<file path="src/rtl/demux8_buf_if.sv">
`default_nettype none
// ============================================================================
//  Module   : demux8_buf_if
//  Purpose  : Handshake bundle for the 1-to-8 steering buffer. It carries the
//             source side (d/select/in_valid/in_ready) and the shared
//             destination side (y/y_sel/out_valid/out_ready) plus occupancy.
//  Revision : 1.0 - initial release
// ============================================================================
interface demux8_buf_if #(
  parameter int WIDTH = 32
);
  logic [WIDTH-1:0] d;
  logic [2:0]       select;
  logic             in_valid;
  logic             in_ready;
  logic [WIDTH-1:0] y;
  logic [2:0]       y_sel;
  logic [7:0]       out_valid;
  logic [7:0]       out_ready;
  logic [1:0]       count;

  // Environment side: supplies words and destination readiness.
  modport master (
    output d, select, in_valid, out_ready,
    input  in_ready, y, y_sel, out_valid, count
  );

  // Buffer side: accepts words and presents the head entry.
  modport slave (
    input  d, select, in_valid, out_ready,
    output in_ready, y, y_sel, out_valid, count
  );
endinterface
`default_nettype wire

</file>
<file path="src/rtl/demux8_buf.sv">
`default_nettype none
// ============================================================================
//  Module   : demux8_buf
//  Purpose  : Two-entry FIFO of {data, destination} pairs that steers each
//             word to one of eight destinations (inverse of an 8:1 select).
//             Strict push order, head-of-line blocking, no input-to-output
//             bypass; in_ready depends on registered occupancy only.
//  Revision : 1.0 - initial release
// ============================================================================
module demux8_buf #(
  parameter int WIDTH = 32
) (
  input  wire logic         clk,
  input  wire logic         reset,
  input  wire logic         flush,
  demux8_buf_if.slave       bus
);

  // Storage: two entries addressed by 1-bit pointers that wrap 1->0.
  logic [1:0][WIDTH-1:0] data_q, data_d;
  logic [1:0][2:0]       sel_q,  sel_d;
  logic                  wr_ptr_q, wr_ptr_d;
  logic                  rd_ptr_q, rd_ptr_d;
  // Separate occupancy keeps full (2) and empty (0) distinct when ptrs match.
  logic [1:0]            count_q, count_d;

  logic                  not_empty;
  logic                  not_full;
  logic [2:0]            head_sel;
  logic                  push;
  logic                  pop;

  assign not_empty = (count_q != 2'd0);
  assign not_full  = (count_q < 2'd2);
  assign head_sel  = sel_q[rd_ptr_q];

  // Only the head's own destination can complete a pop; other ready bits are ignored.
  assign push = bus.in_valid & not_full;
  assign pop  = not_empty & bus.out_ready[head_sel];

  // Next-state: flush empties the buffer and overrides any same-edge push/pop.
  always_comb begin
    data_d   = data_q;
    sel_d    = sel_q;
    wr_ptr_d = wr_ptr_q;
    rd_ptr_d = rd_ptr_q;
    count_d  = count_q;
    if (flush) begin
      wr_ptr_d = 1'b0;
      rd_ptr_d = 1'b0;
      count_d  = 2'd0;
    end else begin
      if (push) begin
        data_d[wr_ptr_q] = bus.d;
        sel_d[wr_ptr_q]  = bus.select;
        wr_ptr_d         = ~wr_ptr_q;
      end
      if (pop) begin
        rd_ptr_d = ~rd_ptr_q;
      end
      case ({push, pop})
        2'b10:   count_d = count_q + 2'd1;
        2'b01:   count_d = count_q - 2'd1;
        default: count_d = count_q;
      endcase
    end
  end

  // State registers; reset clears everything and wins over flush/push/pop.
  always_ff @(posedge clk) begin
    if (reset) begin
      data_q   <= '0;
      sel_q    <= '0;
      wr_ptr_q <= 1'b0;
      rd_ptr_q <= 1'b0;
      count_q  <= 2'd0;
    end else begin
      data_q   <= data_d;
      sel_q    <= sel_d;
      wr_ptr_q <= wr_ptr_d;
      rd_ptr_q <= rd_ptr_d;
      count_q  <= count_d;
    end
  end

  // Outputs come from registered state only; zeros while empty.
  assign bus.in_ready  = not_full;
  assign bus.count     = count_q;
  assign bus.y         = not_empty ? data_q[rd_ptr_q] : '0;
  assign bus.y_sel     = not_empty ? head_sel : 3'd0;
  assign bus.out_valid = not_empty ? (8'h01 << head_sel) : 8'h00;

endmodule
`default_nettype wire

</file>
<file path="src/flat_wrapper.sv">
// flat-port wrapper written by rule: the top's interface ports become plain ports
module demux8_buf_flat 
#(
  parameter int WIDTH = 32
)
  (clk, reset, flush, bus_d, bus_select, bus_in_valid, bus_out_ready, bus_in_ready, bus_y, bus_y_sel, bus_out_valid, bus_count);
  demux8_buf_if #(.WIDTH(WIDTH)) bus_i ();
  input  wire logic clk;
  input  wire logic reset;
  input  wire logic flush;
  input wire logic [$bits(bus_i.d)-1:0] bus_d;
  input wire logic [$bits(bus_i.select)-1:0] bus_select;
  input wire logic [$bits(bus_i.in_valid)-1:0] bus_in_valid;
  input wire logic [$bits(bus_i.out_ready)-1:0] bus_out_ready;
  output wire logic [$bits(bus_i.in_ready)-1:0] bus_in_ready;
  output wire logic [$bits(bus_i.y)-1:0] bus_y;
  output wire logic [$bits(bus_i.y_sel)-1:0] bus_y_sel;
  output wire logic [$bits(bus_i.out_valid)-1:0] bus_out_valid;
  output wire logic [$bits(bus_i.count)-1:0] bus_count;
  assign bus_i.d = bus_d;
  assign bus_i.select = bus_select;
  assign bus_i.in_valid = bus_in_valid;
  assign bus_i.out_ready = bus_out_ready;
  assign bus_in_ready = bus_i.in_ready;
  assign bus_y = bus_i.y;
  assign bus_y_sel = bus_i.y_sel;
  assign bus_out_valid = bus_i.out_valid;
  assign bus_count = bus_i.count;
  demux8_buf #(.WIDTH(WIDTH)) u_core (.clk(clk), .reset(reset), .flush(flush), .bus(bus_i));
endmodule
</file>
<file path="config.mk">
export PLATFORM = sky130hd
export DESIGN_NAME = demux8_buf_flat
export DESIGN_NICKNAME = d
export VERILOG_FILES = /design/src/rtl/demux8_buf_if.sv /design/src/rtl/demux8_buf.sv /design/src/flat_wrapper.sv
export SDC_FILE = /design/constraint.sdc
export NUM_CORES = 1
export LEC_CHECK = 0
export ABC_AREA = 1
export BUFFER_PORTS_ARGS = -buffer_cell sky130_fd_sc_hd__buf_2
export CAP_MARGIN = 15
export CORE_AREA = 2 2 90 92
export CTS_CLUSTER_DIAMETER = 50
export DETAILED_ROUTE_END_ITERATION = 10
export DIE_AREA = 0 0 92 94
export PLACE_DENSITY = 0.69
export SYNTH_ARGS = -nofsm -noshare
export SYNTH_HDL_FRONTEND = slang
export SYNTH_SLANG_ARGS = --single-unit
</file>
<file path="constraint.sdc">
create_clock -name clk -period 2.5 [get_ports clk]
set_clock_uncertainty 0.1 [all_clocks]
set_input_delay 0.25 -clock clk [delete_from_list [all_inputs] [get_ports clk]]
set_output_delay 0.25 -clock clk [all_outputs]
set_load 0.01 [all_outputs]
</file>
==> results.yml, run 1 <==
clock_tree:
  htreeDepth: 3
  cts_setup_buffers: 0
  numClockSinks: 74
  cts_resized: 0
  cts_root_buf: "clkbuf_8"
  cts_hold_repair.buffers: 0
  cts_tree: "built"
  clk_latency_ps: 340
  cts_max_path_buffers: 2
  clk_pin_slew_ps: 80
  cts_buffers: 9
timing:
  relSlewSlack: 0.5337
  rsz0062_at_grt: "false"
  setup_viol: 0
  tightestPinTransition_ps: 698.4
  setup_tns_ps: 0
  min_period_over_period: 0.8857
  maxSlewViolCount: 0
  fmax_mhz: 451.6
  timing.hold.ws_ps: 36.36
  period_needed_ps: 2214
  hold_viol: 0
logic_synthesis:
  yosys_most_used_dff: "dfxtp_1"
  synth_area_leaders: "dfxtp_1 45%, nor2_1 17%, o21ai_0 11%"
  postSynth.asyncResetShare: 0
  ys_warn_count: 0
  synth_cell_types: 22
  netlist_instances: 499
  synth-edff-count: 0
  post-synth-top-count-cell: "nor2_1"
  ys_seq_area_frac: 0.4463
  yosys.area.top_type_share: 0.4463
  netlist_area_sq_um: 3319
  synth_seq_cells: 74
  synth_top_cells_by_count: "154 x nor2_1, 90 x nand2_1, 74 x dfxtp_1, 71 x o21ai_0, 38 x a21oi_1"
  syn-num-nets: 547
  yosysTopAreaCell: "dfxtp_1"
  syn_avg_cell_area_sq_um: 6.652
floorplanning:
  die_h_um: 94
  core_sq_um: 7607
  ios: 93
  rows: 32
  die_area_sq_um: 8648
  die_w_um: 92
  initial_utilization: 0.4363
cells_and_area:
  nNetsFinal: 630
  diodes: 0
  drive_above_1_share: 0.2184
  area_growth_pct: 21.98
placed_design:
  hpwlAfterDp_um: 5649
  place_congestion: 0.8665
  io_buffers: 92
critical_path:
  cp.required_ps: 2680
  cp-end-kind: "register"
  reg2reg_to: "u_core.bus.count[0]"
  path_max_fanout: 14
  critical_path_arrival_ps: 2390
  reg2reg_setup_slack_ps: 290
  reg2reg_depth: 10
  critPathKind: "register to register"
  worstSetupStartpointType: "register"
  r2r-start: "u_core.rd_ptr_q"
power:
  irDropWorstVdd_mv: 0.3683
  power.density_nw_per_um2: 639.4
  p_leak_nw: 1.933
  finalPower_mw: 2.589
detailed_routing:
  drc: 0
  vias_per_cell: 5.028
  totalWireLength_um: 8911
  dr.pass1.iters: 5
  wire_per_inst_um: 12.95
  via_count: 3459
  ant_nets: 0
  drt_iter0_markers: 271
grt:
  grt_overflow: 0
  grt_pass1_wl_um: 14700
  antenna_found_initial: 0
  grt.total_usage: 0.2123
  grt_pass1_vias: 3206
  grt_max_degree: 42
hold_path:
  hold_depth: 3
  hp-class: "input pin to register"
  hold_end: "u_core.data_q[58]"
  hold_start: "bus_d[26]"
job:
  maxCapViolCount: 0
status:
  status: "finished clean"
## report_power, final
group | leakage [nW] | total, mW | switching [mW] | internal (mW)
Clock | 0.112 | 1.01 | 0.433 | 0.582
Combinational | 1.22 | 0.309 | 0.198 | 0.111
Sequential | 0.604 | 1.27 | 0.0286 | 1.24
Total | 1.93 | 2.59 | 0.659 | 1.93
## area by class of cell
class | count | area (sq um)
fill | 786 | 3558
multi-input combinational | 371 | 1602
sequential | 74 | 1481
timing repair buffer | 101 | 528.0
clock buffer | 10 | 137.6
tap | 102 | 127.6
inverter | 25 | 93.84
clock inverter | 5 | 78.83
## cell families after synthesis
family          count (synthesis)  share of synthesized area
flops                          74                     0.4463
buf+inv                        54                    0.07124
compound gates                110                     0.1670
fa+ha+maj                       1                   0.003769
simple gates                  260                     0.3117
## critical path, stage by stage, from the launching register on
cell	delay [ps]
dfxtp_1	490
buf_4	270
nand2_1	80
o21ai_2	110
inv_1	140
nand2_1	90
nand3_1	120
nand2_1	100
ha_1	250
or2_2	300
a21oi_1	110
## layout by cell type (no fill, tap or decap), drive strengths merged
cell | netlist | final
nor2 | 156 | 156
buf | 11 | 101
nand2 | 92 | 92
dfxtp | 74 | 74
o21ai | 72 | 72
a21oi | 38 | 38
inv | 25 | 25
clkbuf | 18 | 10
nand3 | 5 | 5
nor3 | 4 | 4
clkinv | 0 | 3
nand3b | 2 | 2
bufinv | 0 | 2
or2 | 1 | 1
ha | 1 | 1
## per-layer routing
metal	wire length [um]	GRT usage	up-vias
met5	0	0	-
met1	4070	0.2663	1595
met4	65	0.05721	0
li1	-	-	1742
met3	598	0.05377	5
met2	4177	0.3640	117
## how the worst max path moves through the flow
stage	end	startpoint	depth (start not counted)	slack [ps]
floorplan	u_core.bus.count[0]	u_core.rd_ptr_q	11	670
global placement	u_core.bus.count[0]	u_core.rd_ptr_q	10	400
detailed placement	u_core.bus.count[0]	u_core.rd_ptr_q	10	320
CTS	u_core.bus.count[0]	u_core.rd_ptr_q	10	300
global route	u_core.bus.count[1]	u_core.rd_ptr_q	13	30
finish	u_core.bus.count[0]	u_core.rd_ptr_q	10	290
## registers in the layout (all words and copies together), names as in the netlist
signal / count
u_core.sel_q: 6
u_core.bus.count: 2
u_core.data_q: 64
u_core.rd_ptr_q: 1
u_core.wr_ptr_q: 1
## metrics by stage
step,std cells,instance area [sq um],utilization,setup WS (ps)
3_5_place_dp,673,3832,0.5038,324.5
4_1_cts,688,4049,0.5322,299.6
6_report,688,4049,0.5322,285.7
3_3_place_gp,673,3832,0.5038,397.6
2_1_floorplan,499,3319,-,666.6
5_1_grt,688,4049,0.5322,30.57
(Power assumes the default switching activity.)
==> run 2, diff against run 1 <==
--- a/config.mk
+++ b/config.mk
@@ -6,13 +6,13 @@
 export NUM_CORES = 1
 export LEC_CHECK = 0
 export ABC_AREA = 1
-export BUFFER_PORTS_ARGS = -buffer_cell sky130_fd_sc_hd__buf_2
 export CAP_MARGIN = 15
 export CORE_AREA = 2 2 90 92
 export CTS_CLUSTER_DIAMETER = 50
 export DETAILED_ROUTE_END_ITERATION = 10
 export DIE_AREA = 0 0 92 94
-export PLACE_DENSITY = 0.69
+export DONT_BUFFER_PORTS = 1
+export PLACE_DENSITY = 0.59
 export SYNTH_ARGS = -nofsm -noshare
 export SYNTH_HDL_FRONTEND = slang
 export SYNTH_SLANG_ARGS = --single-unit
==> run 2 against run 1 <==
Effect of this change: sequential power about the same; register-to-register slack improved by 40 ps; die area unchanged; hold slack got worse by 14 ps; via count decreased by 7.5%; count of clock-buffer cells in the layout increased by 2; total power decreased by 6.9%; largest power group unchanged; non-clock buffer count decreased by 54; sequential share of layout area increased by 1.1 points; routed wire length decreased by 0.90%; worst setup slack improved by 41 ps; largest cell class unchanged; highest routed layer unchanged.
==> results.yml, run 2 (synthesis results as in run 1) <==
status:
  status: "finished clean"
power:
  p_int_mw: 1.764
  power.density_nw_per_um2: 613.1
  p_sw_mw: 0.6464
  pwr-share-comb: 0.125
  power_frac_seq: 0.526
  irDropWorstVdd_mv: 0.3107
  p_leak_nw: 1.640
  swShare: 0.2682
  p_clk_frac: 0.350
clock_tree:
  htreeDepth: 3
  cts_resized: 0
  cts_buffers: 9
  numClockSinks: 74
  clk_latency_ps: 330
  cts_root_buf: "clkbuf_8"
  cts_tree: "built"
  clk_pin_slew_ps: 80
  cts_setup_buffers: 0
  cts_hold_repair.buffers: 37
  cts_max_path_buffers: 2
timing:
  setup_tns_ps: 0
  relSlewSlack: 0.5229
  period_needed_ps: 2173
  setup_viol: 0
  hold_viol: 0
  min_period_over_period: 0.8694
  fmax_mhz: 460.1
  rsz0062_at_grt: "false"
  timing.hold.ws_ps: 22.31
  maxSlewViolCount: 0
  tightestPinTransition_ps: 714.7
cells_and_area:
  nNetsFinal: 576
  area_growth_pct: 18.43
  diodes: 0
  top_register: "u_core.data_q"
  fillCellCount: 777
  layout_commonest_cell: "nor2_1"
  layout.core_utilization: 0.5168
  seqCellArea_sq_um: 1481
  layout_common_cells: "154 x nor2_1, 90 x nand2_1, 74 x dfxtp_1"
  drive_above_1_share: 0.06942
  largest_register_ffs: 64
  multi_input_area_sq_um: 1602
grt:
  grt.total_usage: 0.2102
  antenna_found_initial: 0
  grt_pass1_wl_um: 14410
  grt_overflow: 0
  grt_max_degree: 41
  grt_pass1_vias: 3050
critical_path:
  r2r-start: "u_core.rd_ptr_q"
  crit_start: "u_core.rd_ptr_q"
  worstSetupStartpointType: "register"
  reg2reg_depth: 10
  reg2reg_setup_slack_ps: 330
  critPathKind: "register to register"
  cp.required_ps: 2670
  path_max_fanout: 13
  reg2reg_to: "u_core.bus.count[0]"
  endpoint: "u_core.bus.count[0]"
  cp-end-kind: "register"
  critical_path_arrival_ps: 2340
detailed_routing:
  dr.pass1.iters: 4
  drc: 0
  totalWireLength_um: 8831
  via_count: 3200
  wire_per_inst_um: 13.91
  drt_iter0_markers: 178
  ant_nets: 0
  vias_per_cell: 5.039
floorplanning:
  die_h_um: 94
  core_sq_um: 7607
  initial_utilization: 0.4363
  die_w_um: 92
  die_area_sq_um: 8648
  rows: 32
  ios: 93
placed_design:
  io_buffers: 0
  place_congestion: 0.7924
  hpwlAfterDp_um: 5343
job:
  maxCapViolCount: 0
hold_path:
  hp-class: "input pin to register"
  hold_depth: 2
run 2: power by group through the flow:
stage               clock (mW)  combinational, mW  sequential, mW
detailed placement           0              0.246            1.29
CTS                      0.871              0.302            1.27
global route             0.913              0.342            1.27
global placement             0              0.241            1.29
finish                   0.843              0.300            1.27
floorplan                    0              0.194            1.29
run 2: metal layers:
layer,vias up,track usage,routed length [um]
li1,1634,-,-
met1,1472,0.2636,4064
met2,92,0.3480,4154
met3,2,0.05538,574
met4,0,0.07836,38
met5,-,0,0
run 2: worst min path at each step:
stage / slack, ps / to / from
after floorplan: 280 / u_core.data_q[0] / bus_d[0]
after global placement: 290 / u_core.data_q[19] / bus_d[19]
after detailed placement: 290 / u_core.data_q[19] / bus_d[19]
after CTS: 2 / u_core.sel_q[3] / bus_select[0]
after global routing: 20 / u_core.sel_q[1] / bus_select[1]
final: 20 / u_core.sel_q[3] / bus_select[0]
run 2: cell type report:
class                   instances  share of cell area
flip-flops and latches         74              0.3768
inverters                      25             0.02387
multi-input cells             371              0.4074
clock inverters                 4            0.006684
clock buffers                  12             0.03947
well taps                     102             0.03246
repair buffers                 47              0.1133
run 2: through the flow:
stage	instances	setup slack (ps)	instance area [sq um]	power [mW]
2_1_floorplan	499	666.6	3319	1.480
3_3_place_gp	582	406.5	3379	1.531
3_5_place_dp	582	331.2	3379	1.537
4_1_cts	635	316.6	3931	2.439
5_1_grt	635	66.46	3931	2.527
6_report	635	326.5	3931	2.410
run 2: worst max-delay path, stage by stage, from the launching register on:
cell	delay [ps]
dfxtp_1	460
buf_4	250
nand2_1	80
nand2_1	90
inv_1	50
nor2_2	180
nand3_1	150
nand2_1	90
ha_1	250
or2_2	300
a21oi_1	110
